### src/rtl/hilo_muldiv.sv
// HI/LO register pair with a multi-cycle multiply/divide engine and bypassed next-state outputs.
// Optional build macro HILO_MADD_EN enables the MADD/MADDU/MSUB/MSUBU accumulate ops (7-A).
module hilo_muldiv #(
  parameter int W          = 32,
  parameter int MUL_STAGES = 2
) (
  input  logic         clk,
  input  logic         resetn,
  input  logic         req_valid,
  output logic         req_ready,
  input  logic [3:0]   req_op,
  input  logic [W-1:0] req_a,
  input  logic [W-1:0] req_b,
  input  logic         flush,
  output logic         busy,
  output logic         done,
  output logic [W-1:0] hi_new,
  output logic [W-1:0] lo_new,
  output logic [1:0]   dbg_state
);

  // Handshake: a request is taken in a cycle where req_valid & req_ready & ~flush;
  // req_ready is high only in IDLE, and operands are captured on that edge.

  localparam int CW = $clog2(W + 2);
  localparam logic [CW-1:0] MUL_LAST = CW'(MUL_STAGES - 1);
  localparam logic [CW-1:0] DIV_LAST = CW'(W);

  typedef enum logic [1:0] {
    S_IDLE = 2'd0,
    S_MUL  = 2'd1,
    S_DIV  = 2'd2
  } state_t;

  state_t state_q, state_nxt;

  logic [W-1:0]  hi_q, lo_q;
  logic [W-1:0]  op_a_q, op_b_q;
  logic          sgn_q, dzero_q, neg_q_q, neg_r_q;
  logic [W-1:0]  rem_q, quo_q, dvsr_q;
  logic [CW-1:0] cnt_q;

  logic dec_mul, dec_div, dec_signed, dec_mthi, dec_mtlo;
  logic accept;

`ifdef HILO_MADD_EN
  localparam logic [1:0] ACC_NONE = 2'd0;
  localparam logic [1:0] ACC_ADD  = 2'd1;
  localparam logic [1:0] ACC_SUB  = 2'd2;
  logic [1:0] dec_acc, acc_q;
`endif

  always_comb begin
    dec_mul    = 1'b0;
    dec_div    = 1'b0;
    dec_signed = 1'b0;
    dec_mthi   = 1'b0;
    dec_mtlo   = 1'b0;
`ifdef HILO_MADD_EN
    dec_acc    = ACC_NONE;
`endif
    case (req_op)
      4'h1: begin dec_mul = 1'b1; dec_signed = 1'b1; end
      4'h2: dec_mul = 1'b1;
      4'h3: begin dec_div = 1'b1; dec_signed = 1'b1; end
      4'h4: dec_div = 1'b1;
      4'h5: dec_mthi = 1'b1;
      4'h6: dec_mtlo = 1'b1;
`ifdef HILO_MADD_EN
      4'h7: begin dec_mul = 1'b1; dec_signed = 1'b1; dec_acc = ACC_ADD; end
      4'h8: begin dec_mul = 1'b1; dec_acc = ACC_ADD; end
      4'h9: begin dec_mul = 1'b1; dec_signed = 1'b1; dec_acc = ACC_SUB; end
      4'hA: begin dec_mul = 1'b1; dec_acc = ACC_SUB; end
`endif
      default: ;
    endcase
  end

  assign req_ready = (state_q == S_IDLE);
  assign busy      = (state_q != S_IDLE);
  assign dbg_state = state_q;
  assign accept    = resetn & req_valid & req_ready & ~flush;

  // Multiply: sign/zero-extend to 2W so the low 2W product bits are exact either way.
  logic [2*W-1:0] mul_a_ext, mul_b_ext, prod, mul_res;
  assign mul_a_ext = sgn_q ? {{W{op_a_q[W-1]}}, op_a_q} : {{W{1'b0}}, op_a_q};
  assign mul_b_ext = sgn_q ? {{W{op_b_q[W-1]}}, op_b_q} : {{W{1'b0}}, op_b_q};
  assign prod      = mul_a_ext * mul_b_ext;

`ifdef HILO_MADD_EN
  always_comb begin
    case (acc_q)
      ACC_ADD: mul_res = {hi_q, lo_q} + prod;
      ACC_SUB: mul_res = {hi_q, lo_q} - prod;
      default: mul_res = prod;
    endcase
  end
`else
  assign mul_res = prod;
`endif

  // Restoring divide on magnitudes; quotient bits shift in from the right of quo_q.
  logic [W:0]   rem_shift, diff;
  logic [W-1:0] quo_fix, rem_fix, mag_a, mag_b;
  assign rem_shift = {rem_q, quo_q[W-1]};
  assign diff      = rem_shift - {1'b0, dvsr_q};
  assign quo_fix   = neg_q_q ? -quo_q : quo_q;
  assign rem_fix   = neg_r_q ? -rem_q : rem_q;
  assign mag_a     = (dec_signed & req_a[W-1]) ? -req_a : req_a;
  assign mag_b     = (dec_signed & req_b[W-1]) ? -req_b : req_b;

  always_comb begin
    state_nxt = state_q;
    done      = 1'b0;
    hi_new    = hi_q;
    lo_new    = lo_q;
    case (state_q)
      S_IDLE: begin
        if (accept) begin
          if (dec_mthi) hi_new = req_a;
          if (dec_mtlo) lo_new = req_a;
          if (dec_mul)      state_nxt = S_MUL;
          else if (dec_div) state_nxt = S_DIV;
        end
      end
      S_MUL: begin
        if (flush) begin
          state_nxt = S_IDLE;
        end else if (cnt_q == MUL_LAST) begin
          done             = 1'b1;
          {hi_new, lo_new} = mul_res;
          state_nxt        = S_IDLE;
        end
      end
      S_DIV: begin
        if (flush) begin
          state_nxt = S_IDLE;
        end else if (dzero_q) begin
          done      = 1'b1;
          hi_new    = op_a_q;
          lo_new    = '1;
          state_nxt = S_IDLE;
        end else if (cnt_q == DIV_LAST) begin
          done      = 1'b1;
          hi_new    = rem_fix;
          lo_new    = quo_fix;
          state_nxt = S_IDLE;
        end
      end
      default: state_nxt = S_IDLE;
    endcase
  end

  always_ff @(posedge clk or negedge resetn) begin
    if (!resetn) state_q <= S_IDLE;
    else         state_q <= state_nxt;
  end

  always_ff @(posedge clk or negedge resetn) begin
    if (!resetn) begin
      hi_q    <= '0;
      lo_q    <= '0;
      op_a_q  <= '0;
      op_b_q  <= '0;
      sgn_q   <= 1'b0;
      dzero_q <= 1'b0;
      neg_q_q <= 1'b0;
      neg_r_q <= 1'b0;
      rem_q   <= '0;
      quo_q   <= '0;
      dvsr_q  <= '0;
      cnt_q   <= '0;
`ifdef HILO_MADD_EN
      acc_q   <= ACC_NONE;
`endif
    end else begin
      // hi_new/lo_new already equal hi_q/lo_q whenever nothing is written.
      hi_q <= hi_new;
      lo_q <= lo_new;
      if (accept) begin
        op_a_q  <= req_a;
        op_b_q  <= req_b;
        sgn_q   <= dec_signed;
        dzero_q <= (req_b == '0);
        neg_q_q <= dec_signed & (req_a[W-1] ^ req_b[W-1]);
        neg_r_q <= dec_signed & req_a[W-1];
        rem_q   <= '0;
        quo_q   <= mag_a;
        dvsr_q  <= mag_b;
        cnt_q   <= '0;
`ifdef HILO_MADD_EN
        acc_q   <= dec_acc;
`endif
      end else if (state_q != S_IDLE) begin
        cnt_q <= cnt_q + 1'b1;
        if (state_q == S_DIV && cnt_q < DIV_LAST) begin
          if (!diff[W]) begin
            rem_q <= diff[W-1:0];
            quo_q <= {quo_q[W-2:0], 1'b1};
          end else begin
            rem_q <= rem_shift[W-1:0];
            quo_q <= {quo_q[W-2:0], 1'b0};
          end
        end
      end
    end
  end

endmodule

### config.mk
export PLATFORM = sky130hd
export DESIGN_NAME = hilo_muldiv
export DESIGN_NICKNAME = d
export VERILOG_FILES = /design/src/rtl/hilo_muldiv.sv
export SDC_FILE = /design/constraint.sdc
export NUM_CORES = 2
export LEC_CHECK = 0
export BUFFER_PORTS_ARGS = -buffer_cell sky130_fd_sc_hd__buf_2
export CORE_ASPECT_RATIO = 1.4
export CORE_UTILIZATION = 50
export CTS_BUF_LIST = sky130_fd_sc_hd__clkbuf_16
export CTS_CLUSTER_SIZE = 16
export DETAILED_ROUTE_END_ITERATION = 10
export GPL_TIMING_DRIVEN = 0
export PLACE_DENSITY = 0.68
export SYNTH_ARGS = -nofsm -noshare
export SYNTH_HDL_FRONTEND = slang
export SYNTH_SLANG_ARGS = --single-unit
### constraint.sdc
create_clock -name clk -period 12.3 [get_ports clk]
set_input_delay 3.075 -clock clk [delete_from_list [all_inputs] [get_ports clk]]
set_output_delay 3.075 -clock clk [all_outputs]
set_load 0.05 [all_outputs]
==> metrics.csv <==
stage,metric,value,unit
clock_tree,hold_buffers,0,
synthesis,synthFlopType,dfrtp_1,
detailed_routing,drc,0,
critical_path,worstSetupStartpointType,register,
floorplan,die_w,306,microns
placement,io_buffers,131,
synthesis,synth_edf_count,0,
sta,period_needed,13.55,ns
synthesis,postSynthCellCount,7209,
sta,max_freq,0.0738,GHz
floorplan,die_h,427,microns
clock_tree,cts-root-buf,clkbuf_16,
clock_tree,numCtsBuffers,29,
placement,post-place-cells,8992,
global_route,met2_usage,0.728,
layout,fillCellCount,11700,
synthesis,avgSynthCellArea,8.95,sq um
global_route,antenna_found_initial,34,
detailed_routing,wire_per_inst,32.2,microns
sta,finClkSkew,0.0644,ns
clock_tree,cts.clk_slew.worst_paths,0.07,ns
detailed_routing,vias,55200,
sta,slew_headroom,-0.0541,
sta,rsz0062_at_grt,true,
detailed_routing,drtPass1Iterations,6,
critical_path,path_max_fanout,11,
clock_tree,insertion_delay,0.64,ns
placement,hpwlAfterDp,241,mm
synthesis,synth_warnings,0,
run_status,violations,"capacitance limit, slew limit, setup timing",
sta,tns,-21.05,ns
placement,globalplace.congestion,1.08,
clock_tree,clockBufferDepth,3,
critical_path,critical_path_class,register to primary output,
detailed_routing,vias_per_cell,6.01,
detailed_routing,antenna_left,0,
detailed_routing,drtIter0Drc,5494,
sta,timing.final.ws_setup,-1.25,ns
critical_path,worstPathArrival,10.48,ns
clock_tree,htree_levels,1,
critical_path,max_stage_delay,0.73,ns
global_route,use_met3,0.0969,
sta,finalSetupViolations,39,
layout,fin_cells,9189,
detailed_routing,finalWirelength,296,mm
critical_path,worst_path_max_delay_cell,dfrtp_2,
sta,tightest_slew,1.54,ns
layout,final_common_cell,inv_1,
synthesis,synth.distinct_cells,89,
layout,layout_common_cells,"1,586 x inv_1, 1,380 x fa_1, 938 x nand2_1, 574 x and2_1, 317 x ha_1",
layout,layout-drive-gt1-share,0.123,
sta,maxSlewViolCount,10,
sta,finalCritPeriodShare,1.10,
sta,finalHoldViolCount,0,
floorplan,die-area,0.131,sq mm
global_route,grt_pass1_vias,58100,
global_route,grt_max_degree,95,
run,cap_violations,2,
clock_tree,cts_tree,done,
global_route,use_met1,0.523,
run_status,status,finished with violations,
critical_path,cp.required,9.22,ns
min_path,hp-class,register to register,
layout,fin_nets,9336,
clock_tree,clock-sinks,235,
global_route,globalRoute.totalOverflow,0,
global_route,grt_pass1_wl,418,mm
synthesis,synth_nets,9052,
synthesis,ys_seq_area_frac,0.0911,
floorplan,rows,155,
floorplan,start_util,0.505,
layout,area_delta_synth_final,13.8,%
sta,timing.hold.ws,0.477,ns
synthesis,syn_area,0.0645,sq mm
floorplan,ios,141,
floorplan,core_area,0.128,sq mm
global_route,groute.usage.overall,0.460,
synthesis,async_reset_ff_frac,1.00,
critical_path,endpoint_kind,primary output,
global_route,grt_most_used_layer,met2,
synthesis,yosys_register_bits,235,
-- timing repair --
item | CTS | global route
cloned | 0 | 1
setup endpoints to repair | 54 | 46
gates resized for setup | 870 | 188
buffers inserted | 119 | 41
pin swaps | 127 | 111
-- cell families after synthesis --
| group | share of synthesized area |
|---|---|
| xor gates and xnor gates | 0.0368 |
| muxes | 0.0102 |
| buffers and inverters | 0.117 |
| AOI/OAI and AO/OA | 0.0906 |
| and+or+nand+nor | 0.145 |
| adders and majority gates | 0.509 |
| DFF | 0.0911 |
-- synth_stat cells (all sizes together), types with 16 or more instances --
master / n / area share
o21bai: 20 / 0.0023
nand3: 32 / 0.0025
a22o: 20 / 0.0027
o221ai: 37 / 0.0050
fa: 1420 / 0.44
o31ai: 33 / 0.0039
nor3: 34 / 0.0027
inv: 1606 / 0.093
or4: 20 / 0.0023
xnor2: 160 / 0.022
a31oi: 53 / 0.0051
o21ai: 226 / 0.018
nor2: 202 / 0.012
o211ai: 22 / 0.0026
o41ai: 16 / 0.0023
a22oi: 31 / 0.0036
clkbuf: 372 / 0.022
nand4: 21 / 0.0020
mux2i: 59 / 0.0092
a21oi: 223 / 0.017
or3: 17 / 0.0017
ha: 351 / 0.068
nor2b: 19 / 0.0018
nand2: 956 / 0.056
and3: 33 / 0.0032
a221oi: 17 / 0.0023
buf: 27 / 0.0020
o22ai: 21 / 0.0020
xor2: 109 / 0.015
a2bb2oi: 17 / 0.0023
a21o: 59 / 0.0069
and2: 580 / 0.056
dfrtp: 235 / 0.091
a211oi: 18 / 0.0022
-- critical path: cells and delay by family, from the launching register on --
family / cells / cell delay (ns)
multiplexers: 1 / 0.47
AND/OR/NAND/NOR: 1 / 0.50
XOR/XNOR: 2 / 0.43
AO/OA/AOI/OAI: 9 / 2.13
adder cells (fa/ha/maj): 10 / 4.57
flip-flops: 1 / 0.73
buffers and inverters: 9 / 0.99
-- metrics by stage --
| step | area (sq um) | setup slack (ns) | utilization |
|---|---|---|---|
| after floorplan | 64600 | 0.00589 | - |
| after global placement | 67400 | -3.27 | 0.527 |
| after detailed placement | 67500 | -3.09 | 0.528 |
| after CTS | 72300 | -1.28 | 0.566 |
| after global routing | 73400 | -1.33 | 0.574 |
| final | 73500 | -1.25 | 0.575 |
-- metal layers --
metal / share of wire / up-vias
met5: 0.00015 / -
met4: 0.11 / 6
met3: 0.089 / 1130
met2: 0.46 / 3198
met1: 0.34 / 28500
li1: - / 22400
-- flip-flops by register name (all words and copies together) (netlist names) --
register	flops
hi_q	32
cnt_q	6
neg_q_q	1
dvsr_q	31
dzero_q	1
lo_q	32
op_b_q	32
rem_q	32
quo_q	32
neg_r_q	1
dbg_state	2
op_a_q	32
sgn_q	1
-- area by class of cell --
class	count	area (sq um)	area share
Clock buffer	29	726	0.00988
Antenna cell	26	65.1	0.000886
Multi-Input combinational cell	4965	53200	0.724
Clock inverter	24	294	0.00400
Inverter	1610	6060	0.0825
Buffer	359	2640	0.0360
Sequential cell	235	5980	0.0815
Tap cell	1648	2060	0.0281
Timing Repair Buffer	293	2460	0.0335
-- path summary, 6_finish.rpt --
path | start | end | slack (ns) | cells past startpoint
min in group asynchronous | resetn | quo_q[19]$_DFFE_PN0P_ | 2.36 | 1
max | op_a_q[0]$_DFFE_PN0P_ | hi_new[27] | -1.25 | 32
max in group asynchronous | resetn | op_a_q[13]$_DFFE_PN0P_ | 8.42 | 3
min | dvsr_q[30]$_DFFE_PN0P_ | dvsr_q[30]$_DFFE_PN0P_ | 0.48 | 2
min reg2reg | dvsr_q[30]$_DFFE_PN0P_ | dvsr_q[30]$_DFFE_PN0P_ | 0.48 | 2
max reg2reg | op_a_q[0]$_DFFE_PN0P_ | hi_q[27]$_DFF_PN0_ | 2.50 | 31
Power is left out: the tool's default activity adds up to more than one toggle a clock period on the data nets, which glitch-free logic cannot reach.
